### src/rtl/sys_pkg.sv
// Shared definitions for the system controller: FSM states, width helpers and LED bit map.
package sys_pkg;

    typedef enum logic [1:0] {
        S_BOOT,
        S_CFG,
        S_RUN,
        S_FLUSH
    } sys_state_t;

    localparam int LED_RUN     = 0;
    localparam int LED_BUSY    = 1;
    localparam int LED_TIMEOUT = 2;
    localparam int LED_FLUSH   = 3;

    // A single mode still needs a one-bit bus so the port never collapses to zero width.
    function automatic int mode_width(input int num_modes);
        return (num_modes > 1) ? $clog2(num_modes) : 1;
    endfunction

    function automatic int count_width(input int limit);
        return (limit > 1) ? $clog2(limit) : 1;
    endfunction

endpackage

### src/rtl/sync_debounce.sv
// Two-flop synchroniser followed by a stability counter for one asynchronous board input.
module sync_debounce
    import sys_pkg::*;
#(
    parameter int DB_COUNT = 2500000
) (
    input  logic i_clk,
    input  logic i_rstn,
    input  logic i_raw,
    output logic o_db
);

    localparam int CW = count_width(DB_COUNT);

    logic          sync_1;
    logic          sync_2;
    logic [CW-1:0] stable_cnt;

    always_ff @(posedge i_clk or negedge i_rstn) begin
        if (!i_rstn) begin
            sync_1 <= 1'b0;
            sync_2 <= 1'b0;
        end else begin
            sync_1 <= i_raw;
            sync_2 <= sync_1;
        end
    end

    // Any cycle that agrees with the accepted value restarts the stability count.
    always_ff @(posedge i_clk or negedge i_rstn) begin
        if (!i_rstn) begin
            stable_cnt <= '0;
            o_db       <= 1'b0;
        end else if (sync_2 == o_db) begin
            stable_cnt <= '0;
        end else if (stable_cnt == CW'(DB_COUNT - 1)) begin
            stable_cnt <= '0;
            o_db       <= sync_2;
        end else begin
            stable_cnt <= stable_cnt + CW'(1);
        end
    end

endmodule

### src/rtl/sys_control_n.sv
// System controller: boot-time camera configuration with timeout and retry, debounced mode and
// filter controls, and frame-aligned application of changes followed by a pipeline flush.
module sys_control_n
    import sys_pkg::*;
#(
    parameter  int NUM_MODES    = 2,
    parameter  int FILT_W       = 1,
    parameter  int DB_COUNT     = 2500000,
    parameter  int BOOT_DELAY   = 1250000,
    parameter  int CFG_TIMEOUT  = 12500000,
    parameter  int CFG_RETRIES  = 3,
    parameter  int FLUSH_CYCLES = 16,
    localparam int MODE_W       = mode_width(NUM_MODES)
) (
    input  logic              i_clk,
    input  logic              i_rstn,
    input  logic              i_sof,
    input  logic              i_cfg_done,
    input  logic              i_btn_mode,
    input  logic [FILT_W-1:0] i_sw_filter,
    output logic              o_cfg_start,
    output logic [MODE_W-1:0] o_mode,
    output logic [FILT_W-1:0] o_filter_enable,
    output logic              o_pipe_flush,
    output logic              o_cfg_timeout,
    output logic [3:0]        o_status_leds
);

    localparam int T_LIMIT = (BOOT_DELAY > CFG_TIMEOUT)
                           ? ((BOOT_DELAY > FLUSH_CYCLES) ? BOOT_DELAY : FLUSH_CYCLES)
                           : ((CFG_TIMEOUT > FLUSH_CYCLES) ? CFG_TIMEOUT : FLUSH_CYCLES);
    localparam int TW = count_width(T_LIMIT);
    localparam int AW = count_width(CFG_RETRIES + 1);

    sys_state_t        state;
    sys_state_t        state_nx;
    logic [TW-1:0]     timer;
    logic [TW-1:0]     timer_nx;
    logic [AW-1:0]     attempt;
    logic [AW-1:0]     attempt_nx;
    logic              cfg_start_nx;
    logic              timeout_nx;
    logic              flush_nx;
    logic [MODE_W-1:0] mode_nx;
    logic [FILT_W-1:0] filter_nx;
    logic [3:0]        leds_nx;

    logic              btn_db;
    logic              btn_db_q;
    logic [FILT_W-1:0] filt_db;
    logic [MODE_W-1:0] pending_mode;
    logic [FILT_W-1:0] pending_filter;

    sync_debounce #(.DB_COUNT(DB_COUNT)) u_btn_db (
        .i_clk  (i_clk),
        .i_rstn (i_rstn),
        .i_raw  (i_btn_mode),
        .o_db   (btn_db)
    );

    for (genvar g = 0; g < FILT_W; g++) begin : g_filt_db
        sync_debounce #(.DB_COUNT(DB_COUNT)) u_filt_db (
            .i_clk  (i_clk),
            .i_rstn (i_rstn),
            .i_raw  (i_sw_filter[g]),
            .o_db   (filt_db[g])
        );
    end

    assign pending_filter = filt_db;

    // Presses accumulate here until a frame boundary in S_RUN picks them up.
    always_ff @(posedge i_clk or negedge i_rstn) begin
        if (!i_rstn) begin
            btn_db_q     <= 1'b0;
            pending_mode <= '0;
        end else begin
            btn_db_q <= btn_db;
            if (btn_db && !btn_db_q) begin
                pending_mode <= (pending_mode == MODE_W'(NUM_MODES - 1))
                              ? '0 : pending_mode + MODE_W'(1);
            end
        end
    end

    always_comb begin
        state_nx     = state;
        timer_nx     = timer;
        attempt_nx   = attempt;
        cfg_start_nx = 1'b0;
        timeout_nx   = o_cfg_timeout;
        flush_nx     = o_pipe_flush;
        mode_nx      = o_mode;
        filter_nx    = o_filter_enable;
        unique case (state)
            S_BOOT: begin
                if (timer == TW'(BOOT_DELAY - 1)) begin
                    state_nx     = S_CFG;
                    timer_nx     = '0;
                    attempt_nx   = AW'(1);
                    cfg_start_nx = 1'b1;
                end else begin
                    timer_nx = timer + TW'(1);
                end
            end
            // A done arriving on the timeout cycle takes priority and leaves the flag alone.
            S_CFG: begin
                if (i_cfg_done) begin
                    state_nx = S_RUN;
                    timer_nx = '0;
                end else if (timer == TW'(CFG_TIMEOUT - 1)) begin
                    timeout_nx = 1'b1;
                    timer_nx   = '0;
                    if (attempt < AW'(CFG_RETRIES)) begin
                        cfg_start_nx = 1'b1;
                        attempt_nx   = attempt + AW'(1);
                    end else begin
                        state_nx = S_RUN;
                    end
                end else begin
                    timer_nx = timer + TW'(1);
                end
            end
            S_RUN: begin
                if (i_sof && ((pending_mode != o_mode) || (pending_filter != o_filter_enable))) begin
                    mode_nx   = pending_mode;
                    filter_nx = pending_filter;
                    flush_nx  = 1'b1;
                    timer_nx  = '0;
                    state_nx  = S_FLUSH;
                end
            end
            S_FLUSH: begin
                if (timer == TW'(FLUSH_CYCLES - 1)) begin
                    flush_nx = 1'b0;
                    timer_nx = '0;
                    state_nx = S_RUN;
                end else begin
                    timer_nx = timer + TW'(1);
                end
            end
            default: state_nx = S_BOOT;
        endcase
        leds_nx              = '0;
        leds_nx[LED_RUN]     = (state_nx == S_RUN);
        leds_nx[LED_BUSY]    = (state_nx == S_CFG);
        leds_nx[LED_TIMEOUT] = timeout_nx;
        leds_nx[LED_FLUSH]   = flush_nx;
    end

    always_ff @(posedge i_clk or negedge i_rstn) begin
        if (!i_rstn) begin
            state           <= S_BOOT;
            timer           <= '0;
            attempt         <= '0;
            o_cfg_start     <= 1'b0;
            o_mode          <= '0;
            o_filter_enable <= '0;
            o_pipe_flush    <= 1'b0;
            o_cfg_timeout   <= 1'b0;
            o_status_leds   <= '0;
        end else begin
            state           <= state_nx;
            timer           <= timer_nx;
            attempt         <= attempt_nx;
            o_cfg_start     <= cfg_start_nx;
            o_mode          <= mode_nx;
            o_filter_enable <= filter_nx;
            o_pipe_flush    <= flush_nx;
            o_cfg_timeout   <= timeout_nx;
            o_status_leds   <= leds_nx;
        end
    end

endmodule

### config.mk
export PLATFORM = sky130hd
export DESIGN_NAME = sys_control_n
export DESIGN_NICKNAME = d
export VERILOG_FILES = /design/src/rtl/sys_pkg.sv /design/src/rtl/sync_debounce.sv /design/src/rtl/sys_control_n.sv
export SDC_FILE = /design/constraint.sdc
export NUM_CORES = 1
export LEC_CHECK = 0
export ABC_AREA = 1
export ABC_CLOCK_PERIOD_IN_PS = 3200
export BUFFER_PORTS_ARGS = -buffer_cell sky130_fd_sc_hd__buf_2
export CORE_MARGIN = 5
export CORE_UTILIZATION = 30
export DETAILED_ROUTE_END_ITERATION = 10
export HOLD_SLACK_MARGIN = 0.15
export RECOVER_POWER = 50
export SLEW_MARGIN = 10
export SYNTH_ARGS = -nofsm -noshare
export SYNTH_HDL_FRONTEND = slang
export SYNTH_SLANG_ARGS = --single-unit
### constraint.sdc
create_clock -name i_clk -period 3.2 [get_ports i_clk]
set_input_delay 0.64 -clock i_clk [delete_from_list [all_inputs] [get_ports i_clk]]
set_output_delay 0.64 -clock i_clk [all_outputs]
set_load 0.05 [all_outputs]
# ---- Yosys cells after proc, flatten, opt, wreduce, memory -nomap -nowiden
# Cells that the tools add are included.
dict set report word_totals {
  ff_bits 89
}
dict set report classes {
  addsub 5
  magnitude_cmp 1
  n_eq_ne 19
  n_mux 34
  bitwise 2
  n_reduce_logical 10
}
# operator count
set op_table {}
lappend op_table {{two-way mux 24 bit} 5}
lappend op_table {{one-hot mux 24 bit (4 select lines)} 1}
lappend op_table {{two-way mux 22 bit} 4}
lappend op_table {{adder 22 x 1 -> 22 bit (second input constant)} 2}
lappend op_table {{== test 22 bit (second input constant)} 2}
lappend op_table {{adder 24 x 1 -> 24 bit (second input constant)} 1}
lappend op_table {{== test 24 x 21 -> 1 bit (second input constant)} 1}
lappend op_table {{== test 24 bit (second input constant)} 1}
lappend op_table {{== test 24 x 4 -> 1 bit (second input constant)} 1}
lappend op_table {{two-way mux 2 bit} 10}
lappend op_table {{two-way mux 1 bit} 10}
lappend op_table {{inequality test 2 bit (second input constant)} 5}
lappend op_table {{one-hot mux 2 bit (4 select lines)} 1}
lappend op_table {{== test 2 bit (second input constant)} 3}
lappend op_table {{AND reduction 2 bit} 3}
lappend op_table {{AND reduction 5 bit} 1}
lappend op_table {{== test 2 x 1 -> 1 bit (second input constant)} 2}
lappend op_table {{one-hot mux 1 bit (2 select lines)} 2}
lappend op_table {{one-hot mux 2 bit (2 select lines)} 1}
lappend op_table {{adder 2 x 1 -> 2 bit (second input constant)} 1}
lappend op_table {{== test 1 bit} 2}
lappend op_table {{logical AND 1 bit} 2}
lappend op_table {{logical NOT 2 bit} 1}
lappend op_table {{< comparator 2 bit (second input constant)} 1}
lappend op_table {{other kinds (6)} 8}

# ---- Longest topological paths before layout
dict set report logic_depth {
  ltp_word 6
  depth_mapped 11
  mapped_depth_nobuf 11
}

# ---- By module
# From an unflattened synthesis, not the netlist that was laid out.
dict set report hier_totals {
  cells_unflattened 724
  area_unflattened_um2 5328.9
}
# mod n_inst cells_each area_per_inst_um2 seq_area_each_um2
set modules_own_cells {}
lappend modules_own_cells {sync_debounce 2 174 1378.8 625.6}
lappend modules_own_cells {sys_control_n 1 376 2571.2 925.9}

# ---- Worst setup path before layout
# No wires, ideal clock.
dict set report synth_timing {
  kind {flip-flop to flip-flop}
  from {register timer[0]}
  to {register timer[0]}
  t_arrival_ps 1491
  required_time_ps 3084
  setup_slack_ps 1593
  stages_incl_launch_ff 12
  path_buffers 1
  synth_period_minus_slack_ps 1607
  path_cell_list {dfrtp_1 > ha_1 > nand2_1 > nor2_2 > nand2_1 > clkinv_1 > nand3_1 > nand2_1 > nand3_2 > buf_6 > nand2_1 > nand2_1}
}
dict set report synth_between {
  elab_chain_len 4
}
# element line_no
set synth_lines {}
lappend synth_lines {{from (decl)} sys_control_n.sv:37} ;# logic [TW-1:0] timer;
lappend synth_lines {{from (signal assigned)} sys_control_n.sv:164} ;# timer <= timer_nx;
lappend synth_lines {{adder 24 x 1 -> 24 bit or == test 24 bit (tied branches)} --}
lappend synth_lines {{two-way mux 24 bit} sys_control_n.sv:111} ;# end else if (timer == TW'(CFG_TIMEOUT - 1)) begin
lappend synth_lines {{two-way mux 24 bit} sys_control_n.sv:108} ;# if (i_cfg_done) begin
lappend synth_lines {{one-hot mux 24 bit (4 select lines) (*)} sys_control_n.sv:95} ;# unique case (state)
# Every way passes the cells marked *; elsewhere a longest branch is shown, timed or not.
# A chain may end at the register's enable or synchronous reset.

==> qor.txt <==
outcome: finished, final reports clean
final net count: 743
vias in the first global route: 4,236
CP top delay family: buffers and inverters
Worst path max stage delay: 1.04 ns
CTS tree: yes
worst skew pair latency: 0.35 ns
power share of the combinational group: 0.231
final wirelength: 11.5 mm
initial antenna violation count: 1
Fin Setup TNS: 0 ns
GRT Resource Usage Total: 0.124
Final Setup Violations: 0
Psw: 0.00109 W
Worst path slowest cell: clkbuf_2
post-route ant nets: 0
Slew headroom: 0.000781
GPL Wtd Cong: 0.934
setup bufs post-CTS: 0
Die Area: 19,800 sq um
Ys Warns: 0
Worst EP arrival: 2.56 ns
# hold bufs at CTS: 0
CP Launch Type: input port
pin slew with the least headroom to its limit: 1.50 ns
share of layout cells above drive strength 1: 0.0921
Final Hold Violating Endpoints: 0
Synth Register Bits: 87
Hold Crit Class: reg2reg
num ports: 15
Cell variety after synth: 34
first-pass GRT wire length: 20.3 mm
Chip Width: 141 um
P_leak: 2.61 nW
VDD IR-drop max: 0.270 mV
net count after synthesis: 729
Worst-path clk slew: 0.06 ns
Vias/cell: 4.55
I/O Buffers: 14
fin crit share: 0.703
Slew Limit Fails: 0
Std-Cell Rows: 47
FMAX: 445 MHz
Seq/Total Area, Yosys: 0.425
final worst setup slack: 0.951 ns
routed len/inst: 12.0 um
Cell Int Power: 0.00184 W
die height: 141 um
worst-case clock buffer depth: 2
GRT overflow: 0
1st-iter DRT viols: 303
CP max FO: 58
RSZ-0062 raised after global routing: no
sequential share of power: 0.425
syn avg cell area: 7.12 sq um
Starting Density: 0.308
Fin Hold WS: 0.356 ns
pin count of the biggest net entering global routing: 59
Core Util, Final: 0.341
Period minus WS final: 2.25 ns
CP Buf/Inv Count: 2
Initial DRT Pass Iterations: 7
CTS Root Cell: clkbuf_16
CP required: 3.52 ns
mapped cell area: 5120 sq um
post-placement setup slack: 1.05 ns
total number of vias: 4,361
MaxCap Viol Count: 0
clk_skew: 0.0135 ns
CTS buffer count: 9
filler cell count: 1,752
DP Area: 5400 sq um
crit path kind: in2async
switching share of total power: 0.371
Residual DRC: 0
ANT cells: 0
Cell Chain, Critical Path: clkbuf_2 > clkbuf_1
clk sinks: 87
Gates resized, CTS repair: 0
fin area: 5670 sq um
Mapped Cells: 719
HPWL after DPL: 8.37 mm
CP endpoint kind: async pin
core area: 16,600 sq um
Area growth syn-to-layout: 10.7%
H-tree Lvls: 3
clock power share: 0.344
PwrDens: 517 nW/um^2
## path summary, 6_finish.rpt
check	start	to	slack, ns	cells after the start
min reg2reg	u_btn_db.sync_1$_DFF_PN0_	u_btn_db.sync_2$_DFF_PN0_	0.36	0
min in group asynchronous	i_rstn	o_status_leds[2]$_DFFE_PN0P_	0.65	1
max reg2reg	timer[0]$_DFFE_PN0P_	timer[0]$_DFFE_PN0P_	1.04	10
max	i_rstn	timer[16]$_DFFE_PN0P_	0.95	2
max in group i_clk	timer[0]$_DFFE_PN0P_	timer[0]$_DFFE_PN0P_	1.04	10
min	u_btn_db.sync_1$_DFF_PN0_	u_btn_db.sync_2$_DFF_PN0_	0.36	0
## per-layer routing
metal	global-route usage	routed length (um)	up-vias
met3	0.0203	337	18
li1	-	-	2273
met4	0.0520	231	2
met1	0.171	5790	1990
met2	0.194	5130	78
met5	0	19	-
## sequential cells by signal (all words and copies together), names as in the netlist
signal and flops:
o_mode 1, attempt 2, g_filt_db.u_filt_db.o_db 1, o_cfg_start 1, pending_mode 1, state 2, o_status_leds 3, u_btn_db.sync_1 1
g_filt_db.u_filt_db.stable_cnt 22, g_filt_db.u_filt_db.sync_1 1, u_btn_db.stable_cnt 22, timer 24, u_btn_db.o_db 1, o_filter_enable 1, g_filt_db.u_filt_db.sync_2 1, btn_db_q 1
o_pipe_flush 1, u_btn_db.sync_2 1
## cells in the final DEF (no fill, tap or decap), types with 4 or more instances in the layout
master and count:
a21oi_1 7, buf_2 13, clkbuf_16 9, dfrtp_1 87
ha_1 4, inv_1 83, inv_2 7, nand2_1 206
nand2_2 5, nand3_1 36, nand3_2 13, nand4_1 16
nor2_1 138, nor2_2 10, nor3_1 27, nor3b_1 5
o21ai_0 7, xnor2_1 7, xor2_1 23
## synthesized netlist by cell type (all sizes together)
cell type,instances,share of area
o21a,2,0.0029
nand4,16,0.020
nand2,211,0.16
nor2,150,0.12
o2111ai,1,0.0017
dfrtp,87,0.43
xor2,23,0.039
a31oi,2,0.0024
ha,4,0.0098
a21oi,7,0.0068
nand3,49,0.061
clkinv,3,0.0022
a21o,1,0.0015
o22ai,1,0.0012
and2,1,0.0012
nor3b,5,0.0073
nor3,27,0.026
nor4,2,0.0024
o211ai,2,0.0029
xnor2,7,0.012
inv,90,0.066
o21ai,9,0.0088
buf,13,0.018
a211oi,3,0.0044
clkbuf,2,0.0015
nand3b,1,0.0015
## through the flow
step                      cells  power, W
after global routing        958   0.00311
after detailed placement    942   0.00195
after CTS                   958   0.00298
after floorplan             719   0.00182
after global placement      942   0.00195
final                       958   0.00293
## power groups by stage
stage / combinational (W) / clock, W / sequential (W)
after global placement: 0.000686 / 0 / 0.00127
after CTS: 0.000688 / 0.00104 / 0.00125
after detailed placement: 0.000685 / 0 / 0.00127
after floorplan: 0.000478 / 0 / 0.00134
after global routing: 0.000763 / 0.00109 / 0.00126
final: 0.000676 / 0.00101 / 0.00125
## final cells by class
class / instances / area [sq um] / area share
tap: 220 / 275 / 0.0485
inverter: 93 / 349 / 0.0615
clock buffer: 10 / 229 / 0.0404
sequential: 87 / 2180 / 0.384
multi-input combinational: 524 / 2500 / 0.440
clock inverter: 6 / 51.3 / 0.00904
timing repair buffer: 18 / 92.6 / 0.0163
## cells by family (layout without fill, tap and decap cells)
| logic type | Yosys count | count (layout) | synth area share |
|---|---|---|---|
| compound gates | 28 | 28 | 0.0327 |
| xor+xnor | 30 | 30 | 0.0513 |
| simple gates | 462 | 462 | 0.394 |
| buf+inv | 108 | 127 | 0.0874 |
| fa+ha+maj | 4 | 4 | 0.00977 |
| flops | 87 | 87 | 0.425 |
Note: power is estimated with default switching activity, not from simulation.
